`config.mk`:
```
export PLATFORM = sky130hd
export DESIGN_NAME = sigma_buffer_reader
export DESIGN_NICKNAME = d
export VERILOG_FILES = /design/src/rtl/sigma_buffer_reader.sv
export SDC_FILE = /design/constraint.sdc
export NUM_CORES = 1
export LEC_CHECK = 0
export ABC_AREA = 1
export CORE_ASPECT_RATIO = 2
export CORE_MARGIN = 1
export CORE_UTILIZATION = 50
export CTS_BUF_LIST = sky130_fd_sc_hd__clkbuf_4
export CTS_CLUSTER_DIAMETER = 40
export DETAILED_ROUTE_END_ITERATION = 8
export MAX_ROUTING_LAYER = met4
export PLACE_DENSITY = 0.74
export SLEW_MARGIN = 20
export SYNTH_ARGS = -nofsm -noshare
export SYNTH_HDL_FRONTEND = slang
export SYNTH_SLANG_ARGS = --single-unit
```
`constraint.sdc`:
```
create_clock -name clock -period 3.85 [get_ports clock]
set_input_delay 0.77 -clock clock [delete_from_list [all_inputs] [get_ports clock]]
set_output_delay 0.77 -clock clock [all_outputs]
set_load 0.02 [all_outputs]
```
`src/rtl/sigma_buffer_reader.sv`:
```
// Read-side controller for the sigma coefficient RAM: fetches a burst of
// coefficients and streams them out through a 2-entry skid FIFO.
module sigma_buffer_reader #(
  parameter int ADDR_W = 8,
  parameter int DATA_W = 8
) (
  input  logic              clock,
  input  logic              reset,
  input  logic              start,
  input  logic [ADDR_W-1:0] base_addr,
  input  logic [ADDR_W-1:0] count,
  output logic              rden,
  output logic [ADDR_W-1:0] rdaddress,
  input  logic [DATA_W-1:0] q,
  output logic [DATA_W-1:0] coef_data,
  output logic              coef_valid,
  output logic              coef_last,
  input  logic              coef_ready,
  output logic              busy,
  output logic              done
);
  typedef enum logic [1:0] {IDLE, READ, DRAIN, FLUSH} state_t;

  state_t              state;
  logic [ADDR_W-1:0]   base_r, cnt_r, last_addr;
  logic [ADDR_W:0]     issued_cnt, accepted_cnt, cnt_m1;
  logic                inflight;
  logic [DATA_W-1:0]   mem [0:1];
  logic                wr_ptr, rd_ptr;
  logic [1:0]          fifo_cnt;
  logic [2:0]          occ;
  logic                pop, push, take;

  assign cnt_m1     = {1'b0, cnt_r} - (ADDR_W+1)'(1);
  assign coef_valid = fifo_cnt != 2'd0;
  assign pop        = coef_valid & coef_ready;
  assign push       = inflight;
  assign take       = start && (state == IDLE || state == FLUSH);
  assign busy       = (state == READ) || (state == DRAIN);
  assign done       = state == FLUSH;
  assign coef_data  = coef_valid ? mem[rd_ptr] : '0;
  assign coef_last  = coef_valid && (accepted_cnt == cnt_m1);

  // Credit: words already committed to the FIFO by the end of this cycle.
  // A read issued now lands a cycle later, so it needs that figure below 2.
  always_comb begin
    occ  = 3'(fifo_cnt) + 3'(inflight) - 3'(pop);
    rden = (state == READ) && (occ < 3'd2);
  end

  assign rdaddress = rden ? base_r + issued_cnt[ADDR_W-1:0] : last_addr;

  // Data store needs no reset; occupancy and pointers define what is live.
  always_ff @(posedge clock) begin
    if (push) mem[wr_ptr] <= q;
  end

  always_ff @(posedge clock) begin
    if (reset) begin
      state        <= IDLE;
      base_r       <= '0;
      cnt_r        <= '0;
      last_addr    <= '0;
      issued_cnt   <= '0;
      accepted_cnt <= '0;
      inflight     <= 1'b0;
      wr_ptr       <= 1'b0;
      rd_ptr       <= 1'b0;
      fifo_cnt     <= 2'd0;
    end else begin
      inflight <= rden;
      fifo_cnt <= fifo_cnt + 2'(push) - 2'(pop);
      if (push) wr_ptr <= ~wr_ptr;
      if (pop) begin
        rd_ptr       <= ~rd_ptr;
        accepted_cnt <= accepted_cnt + (ADDR_W+1)'(1);
      end
      if (rden) begin
        last_addr  <= rdaddress;
        issued_cnt <= issued_cnt + (ADDR_W+1)'(1);
      end
      case (state)
        IDLE, FLUSH: begin
          state <= IDLE;
          if (take) begin
            base_r       <= base_addr;
            cnt_r        <= count;
            issued_cnt   <= '0;
            accepted_cnt <= '0;
            state        <= (count != '0) ? READ : FLUSH;
          end
        end
        READ:  if (rden && issued_cnt == cnt_m1) state <= DRAIN;
        DRAIN: if (pop && coef_last) state <= FLUSH;
        default: state <= IDLE;
      endcase
    end
  end
endmodule

```
==> results of run 1 <==
## metal layers
layer  GRT usage  part of all wire  vias to the layer above
li1            -                 -                     1613
met1       0.223              0.34                     1431
met2       0.470              0.58                       64
met3      0.0361             0.030                       28
met4       0.185             0.053                        0
met5           -                 0                        -
## what timing repair did
action,in CTS,in global routing
pin swaps,7,7
resized for setup,41,19
endpoints found under the setup margin,9,10
buffers inserted,4,2
## worst max-delay path, delay by kind of cell
kind | cells | cell delay (ns)
simple gates | 4 | 0.62
fa+ha+maj | 3 | 0.85
compound gates | 1 | 0.15
buf+inv | 6 | 0.65
## cell type report
type | count | area share
Clock buffer | 10 | 0.0175
Clock inverter | 6 | 0.0158
Inverter | 53 | 0.0471
Multi-Input combinational cell | 323 | 0.410
Sequential cell | 66 | 0.347
Tap cell | 88 | 0.0257
Timing Repair Buffer | 63 | 0.137
## how the worst max path moves through the flow
stage,start,endpoint,slack (ns),depth (start not counted)
after global placement,coef_ready,rdaddress[3],-0.53,13
after floorplan,fifo_cnt[1],rdaddress[2],0.03,13
after detailed placement,coef_ready,rdaddress[3],-0.56,13
after global routing,fifo_cnt[0],rdaddress[0],-0.07,15
after CTS,fifo_cnt[1],rdaddress[3],0.03,15
final,coef_ready,rdaddress[0],0.04,14
## cells by family (layout without fill, tap and decap cells)
kind of cell / after synthesis / in the layout
AO/OA/AOI/OAI: 72 / 72
XOR/XNOR: 10 / 10
adder cells (fa/ha/maj): 17 / 17
buffers and inverters: 61 / 132
flip-flops: 66 / 66
AND/OR/NAND/NOR: 224 / 224
## power by group through the flow
stage | registers (uW) | clock network [uW] | logic (uW)
final | 949 | 461 | 1640
after global routing | 967 | 495 | 1820
after CTS | 945 | 473 | 1510
after detailed placement | 962 | 0 | 1490
after global placement | 960 | 0 | 1460
after floorplan | 928 | 0 | 986
## per-stage QoR
step	cells	power, uW	util
final	609	3050	0.652
after global routing	609	3280	0.652
after CTS	607	2930	0.639
after detailed placement	587	2450	0.613
after global placement	587	2420	0.613
after floorplan	450	1910	-
## sequential cells by signal (all words and copies together) (netlist names), named ones only
register      flops
inflight          1
base_r            8
state             2
cnt_r             8
rd_ptr            1
issued_cnt        9
wr_ptr            1
last_addr         8
mem              16
fifo_cnt          2
accepted_cnt      9
## synthesized netlist by cell type
cell and count:
a211oi_1 4, a21oi_1 41, a22oi_1 1, and2_1 3, clkbuf_1 8, clkinv_1 1
dfxtp_1 50, edfxtp_1 16, fa_1 2, ha_1 15, inv_1 52, nand2_1 93
nand2_2 1, nand3_1 27, nand3_2 1, nand3b_1 4, nand4_1 3, nor2_1 65
nor2_2 2, nor3_1 11, nor3_2 1, nor3_4 1, nor3b_1 3, nor3b_2 1
nor4_1 3, o21a_1 1, o21ai_0 22, o21bai_1 2, o31a_1 1, or2_2 5
xnor2_1 4, xor2_1 6
==> run_results.csv, run 1 <==
group,metric,value,unit
floorplan,core,0.00657,sq mm
power_and_ir_drop,p_int,1720,uW
global_route,grt_max_degree,24,
power_and_ir_drop,leakage,0.00179,uW
layout,drive_above_1_share,0.123,
routing,viasPerCell,5.15,
layout,final_area,0.00428,sq mm
synth,synthSimpleGateAreaFrac,0.291,
synth,synth_mux_area_frac,0,
place,placed_cell_area,0.00403,sq mm
min_path,hold_depth,1,
floorplan,die_h,119,um
cts,clockBufferDepth,2,
layout,diodes,0,
worst_setup_path,reg2reg_depth,18,
worst_setup_path,startpoint_type,"input port",
layout,seqCellArea,0.00148,sq mm
synth,synth_top_family_by_area,"simple AND/OR/NAND/NOR gates",
global_route,antenna_found_initial,0,
cts,cts.sink_count,66,
routing,ant_nets,0,
sta,worst_pin_slew,0.697,ns
synth,synth_area_leaders,"dfxtp_1 (29%), edfxtp_1 (14%), nand2_1 (10%)",
worst_setup_path,worstSetupPathType,"input port to primary output",
routing,vias,3136,
cts,numCtsBuffers,9,
synth,syn_avg_cell_area,7.56,sq um
sta,final_hold_viol_count,0,
synth,synth_xor_area_frac,0.0258,
place,place.gp.congestion,0.965,
min_path,min_from,"rd_ptr",
floorplan,die_w,60.3,um
layout,layout_common_cells,"nand2_1 (90), nor2_1 (64), inv_1 (50)",
floorplan,io_pins,49,
sta,drv_slew,0,
synth,yosysTopAreaCellShare,0.294,
routing,drt_pre_antenna_iters,5,
sta,relSlewSlack,0.534,
sta,setup_ws,0.0354,ns
worst_setup_path,r2r_start,"fifo_cnt[0]",
sta,timing.hold.ws,0.481,ns
worst_setup_path,crit_path_frequent_cell,"inv_1",
floorplan,rows,42,
sta,finalSetupViolCount,0,
place,post-dp-hpwl,6.38,mm
run,maxCapViolCount,0,
layout,final_nets,561,
synth,synth_fa_ha_area_frac,0.0670,
cts,clk_latency,0.43,ns
floorplan,die_area,0.00716,sq mm
floorplan,initial_utilization,0.518,
layout,area_growth,25.9,%
global_route,grt_first_pass_wirelength,13.2,mm
layout,layout_commonest_cell,"nand2_1",
worst_setup_path,ff2ff_setup_slack,0.69,ns
worst_setup_path,endpoint_kind,"primary output",
place,portBuffers,48,
worst_setup_path,reg2reg_to,"issued_cnt[8]",
power_and_ir_drop,seq_power_share,0.312,
outcome,status,"completed",
worst_setup_path,cp_data_required_time,3.08,ns
routing,drt_iter0_markers,89,
worst_setup_path,arrival,3.04,ns
layout,multi_input_area,0.00175,sq mm
synth,synth_compound_area_frac,0.113,
sta,fmaxAchievable,0.262,GHz
synth,syn_nets,495,
synth,synth_seq_cells,66,
cts,postCtsHoldBufs,0,
sta,fin_crit_sh,0.991,
worst_setup_path,cp_max_fo,8,
cts,htree_levels,3,
power_and_ir_drop,switching_share,0.434,
power_and_ir_drop,pwr-share-clk,0.151,
power_and_ir_drop,p_sw,1320,uW
synth,synthesis.area,0.00340,sq mm
worst_setup_path,worst_path_largest_cell_delay,0.45,ns
synth,synth_warnings,0,
routing,drc,0,
power_and_ir_drop,vdd_drop_max,0.475,mV
layout,nFillCells,595,
global_route,grt_pass1_vias,3065,
sta,tns,0,ns
synth,yosysUniqueCellTypes,32,
sta,finClkSkew,0.0105,ns
min_path,hp-class,"register to register",
power_and_ir_drop,power_density,711,mW/mm^2
cts,cts_tree,"yes",
global_route,overflow,0,
routing,wl_per_cell,13.6,um
synth,synth.yosys.seq_area_share,0.436,
cts,clk_pin_slew,0.11,ns
routing,routed_wl,8.28,mm
place,dp_slack,-0.560,ns
cts,root_buffer,"clkbuf_4",
synth,synthCells,450,
worst_setup_path,worst_path_max_delay_cell,"fa_2",
worst_setup_path,path_cells,"dlygate4sd2_1, nand2_1, inv_1, ha_1, inv_2, ha_4, fa_2, inv_4, nand2_2, nor3_4, or2_4, inv_1, a21oi_1, buf_4",
synth,synth_top_area_cell,"dfxtp_1",
global_route,grt_usage,0.260,
power_and_ir_drop,p_comb_frac,0.537,
sta,fin_crit,3.81,ns
Note: power is estimated with default switching activity, not from simulation.
==> inputs of run 2 (changes only) <==
--- a/config.mk
+++ b/config.mk
@@ -14,7 +14,6 @@
 export DETAILED_ROUTE_END_ITERATION = 8
 export MAX_ROUTING_LAYER = met4
 export PLACE_DENSITY = 0.74
-export SLEW_MARGIN = 20
 export SYNTH_ARGS = -nofsm -noshare
 export SYNTH_HDL_FRONTEND = slang
 export SYNTH_SLANG_ARGS = --single-unit
==> results of run 2 <==
Same layout as run 1: the final DEF is identical, and so are final timing and power.
==> inputs of run 3 (changes only) <==
--- a/config.mk
+++ b/config.mk
@@ -7,10 +7,10 @@
 export LEC_CHECK = 0
 export ABC_AREA = 1
 export CORE_ASPECT_RATIO = 2
-export CORE_MARGIN = 1
 export CORE_UTILIZATION = 50
 export CTS_BUF_LIST = sky130_fd_sc_hd__clkbuf_4
 export CTS_CLUSTER_DIAMETER = 40
+export CTS_CLUSTER_SIZE = 40
 export DETAILED_ROUTE_END_ITERATION = 8
 export MAX_ROUTING_LAYER = met4
 export PLACE_DENSITY = 0.74
==> results of run 3 <==
Same layout as run 1: the final DEF is identical, and so are final timing and power.
